[config.mk]
export PLATFORM = sky130hd
export DESIGN_NAME = seven_seg_scan_ctrl_flat
export DESIGN_NICKNAME = d
export VERILOG_FILES = /design/src/rtl/seven_seg_scan_ctrl_if.sv /design/src/rtl/seven_seg_scan_ctrl.sv /design/src/flat_wrapper.sv
export SDC_FILE = /design/constraint.sdc
export NUM_CORES = 1
export LEC_CHECK = 0
export CAP_MARGIN = 30
export CORE_MARGIN = 8
export CORE_UTILIZATION = 35
export CTS_CLUSTER_SIZE = 8
export DETAILED_ROUTE_END_ITERATION = 8
export HOLD_SLACK_MARGIN = 0.12
export PLACE_DENSITY_LB_ADDON = 0.15
export SETUP_SLACK_MARGIN = 0.5
export SLEW_MARGIN = 20
export SYNTH_ARGS = -nofsm -noshare
export SYNTH_HDL_FRONTEND = slang
export SYNTH_SLANG_ARGS = --single-unit
export TNS_END_PERCENT = 5
[constraint.sdc]
create_clock -name clk -period 4.35 [get_ports clk]
set_input_delay 0.6525 -clock clk [delete_from_list [all_inputs] [get_ports clk]]
set_output_delay 0.6525 -clock clk [all_outputs]
set_load 0.02 [all_outputs]
[src/rtl/seven_seg_scan_ctrl_if.sv]
// Load handshake between a value producer and the seven-segment scan controller.
// The producer offers a BCD value and sign; the controller accepts it while ready is high.
interface seven_seg_scan_ctrl_if;
    logic        load;
    logic [15:0] value_bcd;
    logic        neg;
    logic        ready;

    modport master (output load, output value_bcd, output neg, input ready);
    modport slave  (input load, input value_bcd, input neg, output ready);
endinterface

[src/rtl/seven_seg_scan_ctrl.sv]
// Four-digit multiplexed seven-segment scanner with leading-zero blanking, minus sign
// placement and a double-buffered load path that only swaps values on frame boundaries.
module seven_seg_scan_ctrl #(
    parameter int REFRESH_DIV = 50000,
    parameter int GAP         = 16
) (
    input  logic                 clk,
    input  logic                 reset,
    input  logic                 en,
    seven_seg_scan_ctrl_if.slave bus,
    output logic [3:0]           bcd_op,
    input  logic [6:0]           seg_in,
    output logic [6:0]           seg_out,
    output logic [3:0]           an,
    output logic                 sign_lost
);

    localparam int CNT_W = (REFRESH_DIV > 2) ? $clog2(REFRESH_DIV) : 2;
    localparam logic [CNT_W-1:0] GAP_LAST = CNT_W'(GAP - 1);
    localparam logic [CNT_W-1:0] DIV_LAST = CNT_W'(REFRESH_DIV - 1);

    typedef enum logic [1:0] {
        S_OFF   = 2'd0,
        S_GAP   = 2'd1,
        S_DRIVE = 2'd2
    } state_t;

    state_t           state, state_nxt;
    logic [1:0]       idx, idx_nxt;
    logic [CNT_W-1:0] cnt, cnt_nxt;
    logic [3:0]       an_nxt;
    logic [6:0]       seg_nxt;
    logic             frame_start;

    logic             pend_full;
    logic [15:0]      pend_val;
    logic             pend_neg;
    logic [15:0]      disp_val;
    logic             disp_neg;

    logic [4:0]       digit;
    logic [6:0]       drive_seg;
    logic [3:0]       drive_an;
    logic             load_take;

    // Returns {show, code}: show=0 means the digit is blanked.
    // The minus sign sits just left of the leftmost significant digit.
    function automatic logic [4:0] digit_sel(input logic [15:0] v,
                                             input logic        n,
                                             input logic [1:0]  i);
        int         lead;
        logic [3:0] nib;
        lead = 0;
        for (int k = 1; k < 4; k++) begin
            if (v[4*k +: 4] != 4'h0) lead = k;
        end
        nib = v[{i, 2'b00} +: 4];
        if (int'(i) <= lead)                 return {1'b1, nib};
        else if (n && (int'(i) == lead + 1)) return {1'b1, 4'hF};
        else                                 return 5'b0_0000;
    endfunction

    assign digit     = digit_sel(disp_val, disp_neg, idx);
    assign bcd_op    = digit[3:0];
    assign drive_seg = digit[4] ? seg_in : 7'b111_1111;
    assign drive_an  = 4'b1111 & ~(4'b0001 << idx);
    assign bus.ready = ~pend_full;
    assign load_take = bus.load & ~pend_full;

    always_comb begin
        state_nxt   = state;
        idx_nxt     = idx;
        cnt_nxt     = cnt;
        an_nxt      = 4'b1111;
        seg_nxt     = 7'b111_1111;
        frame_start = 1'b0;
        if (!en) begin
            state_nxt = S_OFF;
            idx_nxt   = 2'd0;
            cnt_nxt   = '0;
        end else begin
            case (state)
                S_OFF: begin
                    state_nxt   = S_GAP;
                    idx_nxt     = 2'd0;
                    cnt_nxt     = '0;
                    frame_start = 1'b1;
                end
                S_GAP: begin
                    cnt_nxt = cnt + 1'b1;
                    if (cnt == GAP_LAST) begin
                        state_nxt = S_DRIVE;
                        an_nxt    = drive_an;
                        seg_nxt   = drive_seg;
                    end
                end
                S_DRIVE: begin
                    if (cnt == DIV_LAST) begin
                        state_nxt   = S_GAP;
                        cnt_nxt     = '0;
                        idx_nxt     = idx + 2'd1;
                        frame_start = (idx == 2'd3);
                    end else begin
                        cnt_nxt = cnt + 1'b1;
                        an_nxt  = drive_an;
                        seg_nxt = drive_seg;
                    end
                end
                default: begin
                    state_nxt = S_OFF;
                    idx_nxt   = 2'd0;
                    cnt_nxt   = '0;
                end
            endcase
        end
    end

    always_ff @(posedge clk) begin
        if (reset) begin
            state     <= S_GAP;
            idx       <= 2'd0;
            cnt       <= '0;
            an        <= 4'b1111;
            seg_out   <= 7'b111_1111;
            pend_full <= 1'b0;
            disp_val  <= 16'h0000;
            disp_neg  <= 1'b0;
            sign_lost <= 1'b0;
        end else begin
            state   <= state_nxt;
            idx     <= idx_nxt;
            cnt     <= cnt_nxt;
            an      <= an_nxt;
            seg_out <= seg_nxt;
            // A full pending slot moves to the display only at a frame boundary.
            if (frame_start && pend_full) begin
                pend_full <= 1'b0;
                disp_val  <= pend_val;
                disp_neg  <= pend_neg;
                sign_lost <= pend_neg & (pend_val[15:12] != 4'h0);
            end else if (load_take) begin
                pend_full <= 1'b1;
            end
        end
    end

    // Pending data needs no reset; pend_full alone says whether it is valid.
    always_ff @(posedge clk) begin
        if (load_take) begin
            pend_val <= bus.value_bcd;
            pend_neg <= bus.neg;
        end
    end

endmodule

[src/flat_wrapper.sv]
// flat-port wrapper written by rule: the top's interface ports become plain ports
module seven_seg_scan_ctrl_flat 
#(
    parameter int REFRESH_DIV = 50000,
    parameter int GAP         = 16
)
  (clk, reset, en, bcd_op, seg_in, seg_out, an, sign_lost, bus_load, bus_value_bcd, bus_neg, bus_ready);
  seven_seg_scan_ctrl_if bus_i ();
  input  logic clk;
  input  logic reset;
  input  logic en;
  output logic [3:0] bcd_op;
  input  logic [6:0] seg_in;
  output logic [6:0] seg_out;
  output logic [3:0] an;
  output logic sign_lost;
  input wire logic [$bits(bus_i.load)-1:0] bus_load;
  input wire logic [$bits(bus_i.value_bcd)-1:0] bus_value_bcd;
  input wire logic [$bits(bus_i.neg)-1:0] bus_neg;
  output wire logic [$bits(bus_i.ready)-1:0] bus_ready;
  assign bus_i.load = bus_load;
  assign bus_i.value_bcd = bus_value_bcd;
  assign bus_i.neg = bus_neg;
  assign bus_ready = bus_i.ready;
  seven_seg_scan_ctrl #(.REFRESH_DIV(REFRESH_DIV), .GAP(GAP)) u_core (.clk(clk), .reset(reset), .en(en), .bus(bus_i), .bcd_op(bcd_op), .seg_in(seg_in), .seg_out(seg_out), .an(an), .sign_lost(sign_lost));
endmodule
Word-level counts from Yosys, hierarchy flattened

Cells that the tools add are included.

Output and inout bits: 17
Flip-flop bits (word level): 67
Latch bits: 0
Memory bits (writable): 0
ROM bits: 0
Memories: 0

$mul: 0
Order comparisons: 1
Reductions and logical operators: 12
Equal/unequal tests: 10
Bitwise gates (word level): 6
Mux-type cells: 23
Shift operators: 2
Divide/modulo/power cells: 0
$add $sub $neg: 3

Operator list:

| operator                                                                | number |
|---|---|
| 32-bit two-way mux                                                      | 2 |
| 32-bit by 2-bit adder with 32-bit output, second input constant         | 1 |
| 3-bit by 32-bit equality test with 1-bit output                         | 1 |
| 3-bit by 32-bit <= comparator with 1-bit output                         | 1 |
| 16-bit one-hot mux with 2 select lines                                  | 1 |
| 7-bit two-way mux                                                       | 3 |
| 16-bit by 1-bit adder with 16-bit output, second input constant         | 1 |
| 16-bit equality test, second input constant                             | 1 |
| 16-bit by 4-bit equality test with 1-bit output, second input constant  | 1 |
| 16-bit two-way mux                                                      | 1 |
| 4-bit nonzero test                                                      | 4 |
| 16-bit by 5-bit variable part select with 4-bit output                  | 1 |
| 7-bit one-hot mux with 2 select lines                                   | 1 |
| 5-bit two-way mux                                                       | 2 |
| 4-bit two-way mux                                                       | 2 |
| 4-bit one-hot mux with 2 select lines                                   | 1 |
| 2-bit two-way mux                                                       | 3 |
| 3-bit by 2-bit inequality test with 1-bit output, second input constant | 2 |
| 2-bit one-hot mux with 3 select lines                                   | 1 |
| 2-bit AND reduction                                                     | 3 |
| 2-bit equality test, second input constant                              | 2 |
| 1-bit two-way mux                                                       | 4 |
| 2-bit by 1-bit inequality test with 1-bit output, second input constant | 2 |
| 4-bit inverter                                                          | 1 |
| 10 further kinds                                                        | 15 |

Depth between registers and ports, before layout

Gate-level depths: netlist of the first run.

Word-level depth: 12
Mapped depth: 10

Least setup slack after synthesis of the first run

No wires, ideal clock.

Path type: register -> output
Start point: register u_core.disp_val[8]
End point: output bcd_op[0]
Buffers on the path: 1
Cell stages (with the launch flop): 10
Data required time: 3.697 ns
Setup slack: 1.709 ns
Arrival time: 1.989 ns
Cells stage by stage: dfxtp_1 nor4_1 nand2_1 inv_1 ha_1 nor2b_1 o21ai_0 clkbuf_1 nand2b_1 nand2_1

Word-level cells in the longest chain between the ends: 8
Elaborated cells between the ends (all ways): 10

RTL lines:

| element                                         | RTL line                   | source |
|---|---|---|
| start, declared                                 | seven_seg_scan_ctrl.sv:38  | `logic [15:0] disp_val;` |
| start signal, assigned                          | seven_seg_scan_ctrl.sv:138 | `disp_val <= pend_val;` |
| 4-bit nonzero test                              | seven_seg_scan_ctrl.sv:55  | `if (v[4*k +: 4] != 4'h0) lead = k;` |
| 32-bit two-way mux (2 in series)                | seven_seg_scan_ctrl.sv:55  |  |
| 32-bit by 2-bit adder with 32-bit output        | seven_seg_scan_ctrl.sv:59  | `else if (n && (int'(i) == lead + 1)) return {1'b1, 4'hF};` |
| 3-bit by 32-bit equality test with 1-bit output | seven_seg_scan_ctrl.sv:59  |  |
| 1-bit logical AND                               | seven_seg_scan_ctrl.sv:59  |  |
| 5-bit two-way mux                               | seven_seg_scan_ctrl.sv:59  |  |
| 5-bit two-way mux (*)                           | seven_seg_scan_ctrl.sv:58  | `if (int'(i) <= lead) return {1'b1, nib};` |
| end, declared                                   | flat_wrapper.sv:12         | `output logic [3:0] bcd_op;` |

Mark *: on every way between the ends. The rest lies on a longest branch, timed or not.

Worst setup path after layout of the first run

Start point: register u_core.disp_val[4]
End point: output bcd_op[2]

Word-level cells in the longest chain between the ends: 9
Elaborated cells between the ends (all ways): 10

RTL lines:

| element                                         | RTL line |
|---|---|
| 4-bit nonzero test (*)                          | seven_seg_scan_ctrl.sv:55 |
| 1-bit two-way mux (*)                           | seven_seg_scan_ctrl.sv:55 |
| 32-bit two-way mux (*) (2 in series)            | seven_seg_scan_ctrl.sv:55 |
| 32-bit by 2-bit adder with 32-bit output        | seven_seg_scan_ctrl.sv:59 |
| 3-bit by 32-bit equality test with 1-bit output | seven_seg_scan_ctrl.sv:59 |
| 1-bit logical AND                               | seven_seg_scan_ctrl.sv:59 |
| 5-bit two-way mux                               | seven_seg_scan_ctrl.sv:59 |
| 5-bit two-way mux (*)                           | seven_seg_scan_ctrl.sv:58 |

Marked as above.

==> metrics.cfg, run 1 <==
[timing]
fin_hold_ws_ns = 0.454
slew_headroom_pct = 56.1
fin_worst_skew_ns = 0.00640
setup_violations = 0
worstMarginPinSlew_ns = 0.659
clock.fmax_mhz = 277
finalSetupTns_ns = 0
post-route-min-period_ns = 3.61
hold_violations = 0
drv_slew = 0
grt_setup_unrepaired = false
min_period_over_period_pct = 83.1

[finish]
diodes = 0
stdcell_count = 470
drive_gt1_share_pct = 11.3
stdcell_area_um2 = 3790
area_growth_pct = 23.4
nets = 397

[pwr]
internal_power_mw = 1.03
clkPwrFrac_pct = 36.9
swShare_pct = 24.2
seq_power_share_pct = 49.9
p_leak_nw = 1.35
power.net_switching_mw = 0.328
vdd_drop_max_mv = 0.166
finalPower_mw = 1.36
comb_power_share_pct = 13.3
powerDensity_nw_per_um2 = 358

[clock_network]
ctsRootBufferMaster = clkbuf_8
htreeDepth = 3
clock-sinks = 67
cts_tree = yes
clock_path_buffers = 2
cts_made_buffers = 9
clk_pin_slew_ns = 0.07
clk_latency_ns = 0.34

[routing]
drtAntennaViolNets = 0
wl_per_cell_um = 13.6
routed_via_density = 4.86
wl_mm = 6.40
route.detailed.drc = 0
drt-initial-drc-count = 76
dr.pass1.iters = 4
vias = 2286

[synthesis]
synth_edf_count = 17
ys_ff_latch = 67
yosys.area.top_type = dfxtp_1
ys_top_cells_by_count = 53 x nand2_1, 50 x dfxtp_1, 30 x nor2_1, 24 x a21oi_1, 17 x edfxtp_1
dominantRegCellSynth = dfxtp_1
synth_area_um2 = 3080
syn_nets = 353
synth_most_common_cell = nand2_1
synth_top_area_share_pct = 32.5
synth.area.top_cells = dfxtp_1 33%, edfxtp_1 17%, nand2_1 6.5%
synth_area_per_cell_um2 = 9.83
synth_cell_type_count = 44
seq_area_frac_synth_pct = 49.1
syn_inst = 313
async_flop_share_pct = 0
yosysWarnings = 0

[placed_design]
placed_area_um2 = 3580
io_buffers = 44
gp_congestion = 0.893
placedCellCount = 452
dp_hpwl_mm = 4.66

[setup_path]
crit_arrival_ns = 2.96
cp-start-kind = flop
cp_max_fo = 4
r2r-start = u_core.disp_val[4]
crit_path_max_incr_delay_ns = 0.63
rr_worst_depth = 9
crit_type = reg -> out
worst_setup_path_end_kind = output pin
critPathLaunch = u_core.disp_val[4]
crit_required_ns = 3.70
path_cells = o41ai_1, nand2_1, ha_1, xor2_1, nor4b_4, nand2b_1, nand2_1, clkdlybuf4s50_1
critPathSlowestCell = clkdlybuf4s50_1
crit_top_cell = nand2_1

[floorplan]
start_util_pct = 35.6
ios = 45
rows = 34
fp.dieW_um = 110
die_area_um2 = 12000
die_h_um = 110
core_area_um2 = 8640

[worst_hold_path]
hold_depth = 2
hp-class = reg -> reg
hold_start = u_core.sign_lost

[global_routing]
grt_overflow = 0
grt_start_max_net_pins = 24
grt_pass1_wl_mm = 11.2
antenna_found_initial = 0
grt_pass1_vias = 2458
grt_usage_pct = 11.8

[outcome]
outcome = completed

[run]
maxCapViolCount = 0

## layer usage
metal  global-route usage (%)  part of all wire (%)  vias up
met1                     13.2                    45     1054
met3                     3.75                   5.8       11
li1                         -                     -     1165
met5                        0                     0        -
met4                     5.79                   1.9        0
met2                     19.9                    48       56
## critical path, delay by kind of cell (launching register included)
kind	cells	cell delay [ns]
and+or+nand+nor	4	0.80
xor gates and xnor gates	1	0.17
AOI/OAI and AO/OA	1	0.36
buffers and inverters	1	0.63
adders and majority gates	1	0.33
DFF	1	0.33
## placed cells by master, fill, tap and decap left out, drive strengths merged, types with 12 or more instances in the layout
master,instances
nand2,54
dfxtp,50
clkdlybuf4s50,44
nor2,30
a21oi,29
edfxtp,17
o21ai,17
clkbuf,14
nand3,12
ha,12
## state kept, by name, indices dropped and copies added, names as in the netlist
register and count:
u_core.seg_out 7, u_core.pend_neg 1, u_core.disp_neg 1, u_core.idx 2, u_core.sign_lost 1, u_core.cnt 16, u_core.disp_val 16, u_core.state 2
u_core.pend_val 16, u_core.pend_full 1, u_core.an 4
## cells by family after synthesis
| family | count (synthesis) | share of synthesized area [%] |
|---|---|---|
| buffers and inverters | 27 | 4.52 |
| AO/OA/AOI/OAI | 59 | 12.4 |
| adder cells (fa/ha/maj) | 12 | 4.88 |
| AND/OR/NAND/NOR | 128 | 21.5 |
| flip-flops | 67 | 49.1 |
| multiplexers | 5 | 3.25 |
| XOR/XNOR | 15 | 4.27 |
## final timing paths
kind	endpoint	slack, ns
max	bcd_op[2]	0.74
min	u_core.sign_lost	0.45
max reg2reg	u_core.seg_out[1]	1.97
min reg2reg	u_core.sign_lost	0.45
## power by group through the flow
stage	logic, mW	clock network, mW	registers [mW]
2_1_floorplan	0.105	0	0.695
3_3_place_gp	0.174	0	0.690
3_5_place_dp	0.177	0	0.691
4_1_cts	0.178	0.517	0.677
5_1_grt	0.201	0.546	0.679
6_report	0.180	0.500	0.677
## through the flow
step	util, %	worst slack [ns]
finish	43.9	0.737
detailed placement	41.4	0.896
global route	43.9	0.554
floorplan	-	1.71
CTS	43.6	0.543
global placement	41.4	1.03
## timing repair
action,4_1_cts,5_1_grt
setup buffers,0,2
setup endpoints to repair,1,4
pin swaps,0,1
gates resized for setup,1,3
hold buffers,0,0
## cell type report
cell class | count | area (um^2)
clock inverters | 2 | 35.0
fillers | 851 | 4840
multi-input cells | 219 | 1440
inverters | 11 | 41.3
flip-flops and latches | 67 | 1510
well taps | 108 | 135
clock buffers | 14 | 153
repair buffers | 49 | 478
Power figures use the tool's default switching activity.
==> run 2: changes to the inputs <==
==> constraint.sdc (replaced) <==
create_clock -name clk -period 3 [get_ports clk]
set_input_delay 0.45 -clock clk [delete_from_list [all_inputs] [get_ports clk]]
set_output_delay 0.45 -clock clk [all_outputs]
set_load 0.02 [all_outputs]
==> run 2 against run 1 <==
Effect of this change: clock skew up 0.0035 ns; sequential share of layout area down 0.46 points; combinational power up 48%; register-to-register slack worse by 1.2 ns; non-clock buffer count up 3; via count down 0.44%; largest power group unchanged; highest routed layer unchanged.
==> metrics.cfg, run 2 (synthesis results as in run 1) <==
[outcome]
outcome = completed

[routing]
routed_via_density = 4.81
dr.pass1.iters = 4
drt-initial-drc-count = 66
wl_mm = 6.50
wl_per_cell_um = 13.7
route.detailed.drc = 0
vias = 2276
drtAntennaViolNets = 0

[timing]
slew_headroom_pct = 57.5
fin_worst_skew_ns = 0.00988
finalSetupTns_ns = 0
worstMarginPinSlew_ns = 0.632
setup_violations = 0
grt_setup_unrepaired = true
hold_violations = 0
drv_slew = 0
fin_ws_ns = 0.232
fin_hold_ws_ns = 0.458
clock.fmax_mhz = 361
min_period_over_period_pct = 92.3
post-route-min-period_ns = 2.77

[floorplan]
die_area_um2 = 12000
rows = 34
fp.dieW_um = 110
core_area_um2 = 8640
start_util_pct = 35.6
die_h_um = 110
ios = 45

[finish]
largestRegisters = u_core.cnt: 16 flops, u_core.disp_val: 16 flops, u_core.pend_val: 16 flops
nets = 400
area_growth_pct = 24.9
stdcell_area_um2 = 3840
diodes = 0
final_cell_mix = 53 x nand2_1, 49 x dfxtp_1, 40 x clkdlybuf4s50_1
drive_gt1_share_pct = 14.5
final_common_cell = nand2_1
stdcell_count = 473

[pwr]
powerDensity_nw_per_um2 = 522
vdd_drop_max_mv = 0.251
p_leak_nw = 1.39

[global_routing]
grt_overflow = 0
antenna_found_initial = 0
grt_start_max_net_pins = 23
grt_pass1_wl_mm = 11.1
grt_pass1_vias = 2321
grt_usage_pct = 11.7

[placed_design]
io_buffers = 44
placed_area_um2 = 3610
dp_hpwl_mm = 4.70
pre_cts_ws_ns = 0.0574
placedCellCount = 457
gp_congestion = 0.874

[setup_path]
rr_worst_depth = 10
critPathSlowestCell = dfxtp_2
crit_cells = 9
path_buf_inv = 1
critical_path.top_delay_family = simple AND/OR/NAND/NOR gates
cp_max_fo = 4
path_cells = nor4_4, o41ai_2, nand2_1, ha_1, xor2_1, nor4b_4, nand2b_1, nand2_1, buf_4
crit_arrival_ns = 2.32
cp-start-kind = flop
worst_setup_path_end_kind = output pin
crit_type = reg -> out
crit_top_cell = nand2_1
crit_path_max_incr_delay_ns = 0.34
crit_required_ns = 2.55

[clock_network]
clk_latency_ns = 0.35
ctsHoldBuffers = 0
post_cts_buffers = 0
clock_path_buffers = 2
cts_tree = yes
ctsRootBufferMaster = clkbuf_8
htreeDepth = 3
cts_made_buffers = 9
clock-sinks = 67
clk_pin_slew_ns = 0.08

[worst_hold_path]
hold_depth = 2
hp-class = reg -> reg

[run]
maxCapViolCount = 0

## run 2: cell types whose count changed in the layout (fill, tap and decap cells not counted), moves of 2 or more
cell	change
buf_4	+7
nor4_4	+2
clkdlybuf4s50_1	-4
inv_6	+2
clkinvlp_4	+2
clkbuf_1	-4
nor4_2	-2
## run 2: power by group
part / switching [mW] / internal (mW) / total [mW] / leakage (nW)
clock network: 0.366 / 0.389 / 0.755 / 0.0962
registers: 0.0195 / 0.963 / 0.982 / 0.568
logic: 0.140 / 0.127 / 0.266 / 0.721
## run 2: path summary, 6_finish.rpt
check	start	end	slack, ns
worst min-delay path	u_core.sign_lost	u_core.sign_lost	0.46
worst min register to register	u_core.sign_lost	u_core.sign_lost	0.46
worst max-delay path	u_core.disp_val[11]	bcd_op[2]	0.23
worst max register to register	u_core.disp_val[11]	u_core.seg_out[1]	0.75
## run 2: worst reg2reg max path: stages, from the launching register on
cell	delay (ns)
dfxtp_2	0.34
nor4_4	0.32
o41ai_2	0.12
nand2_1	0.11
ha_1	0.24
xor2_1	0.17
nor4b_4	0.26
buf_4	0.21
o21bai_1	0.09
a21oi_1	0.14
o21ai_0	0.11
## run 2: layout make-up
cell class	instances	area, um^2
Multi-Input combinational cell	219	1460
Timing Repair Buffer	52	490
Clock inverter	7	76.3
Tap cell	108	135
Clock buffer	9	124
Fill cell	854	4790
Inverter	11	41.3
Sequential cell	67	1510
## run 2: layer usage
| metal | global-route usage, % | routed length (um) | vias to the layer above |
|---|---|---|---|
| met5 | 0 | 0 | - |
| met4 | 4.82 | 127 | 0 |
| met3 | 3.99 | 323 | 10 |
| met2 | 19.2 | 3130 | 47 |
| met1 | 13.8 | 2920 | 1044 |
| li1 | - | - | 1175 |
## run 2: timing repair
action | CTS | global route
pin swaps | 2 | 1
gates resized for setup | 25 | 2
endpoints found under the setup margin | 4 | 4
## run 2: through the flow
step                util, %  power (mW)
floorplan                 -        1.16
global placement       41.8        1.26
detailed placement     41.8        1.27
CTS                    44.4        2.03
global route           44.5        2.11
finish                 44.5        2.00
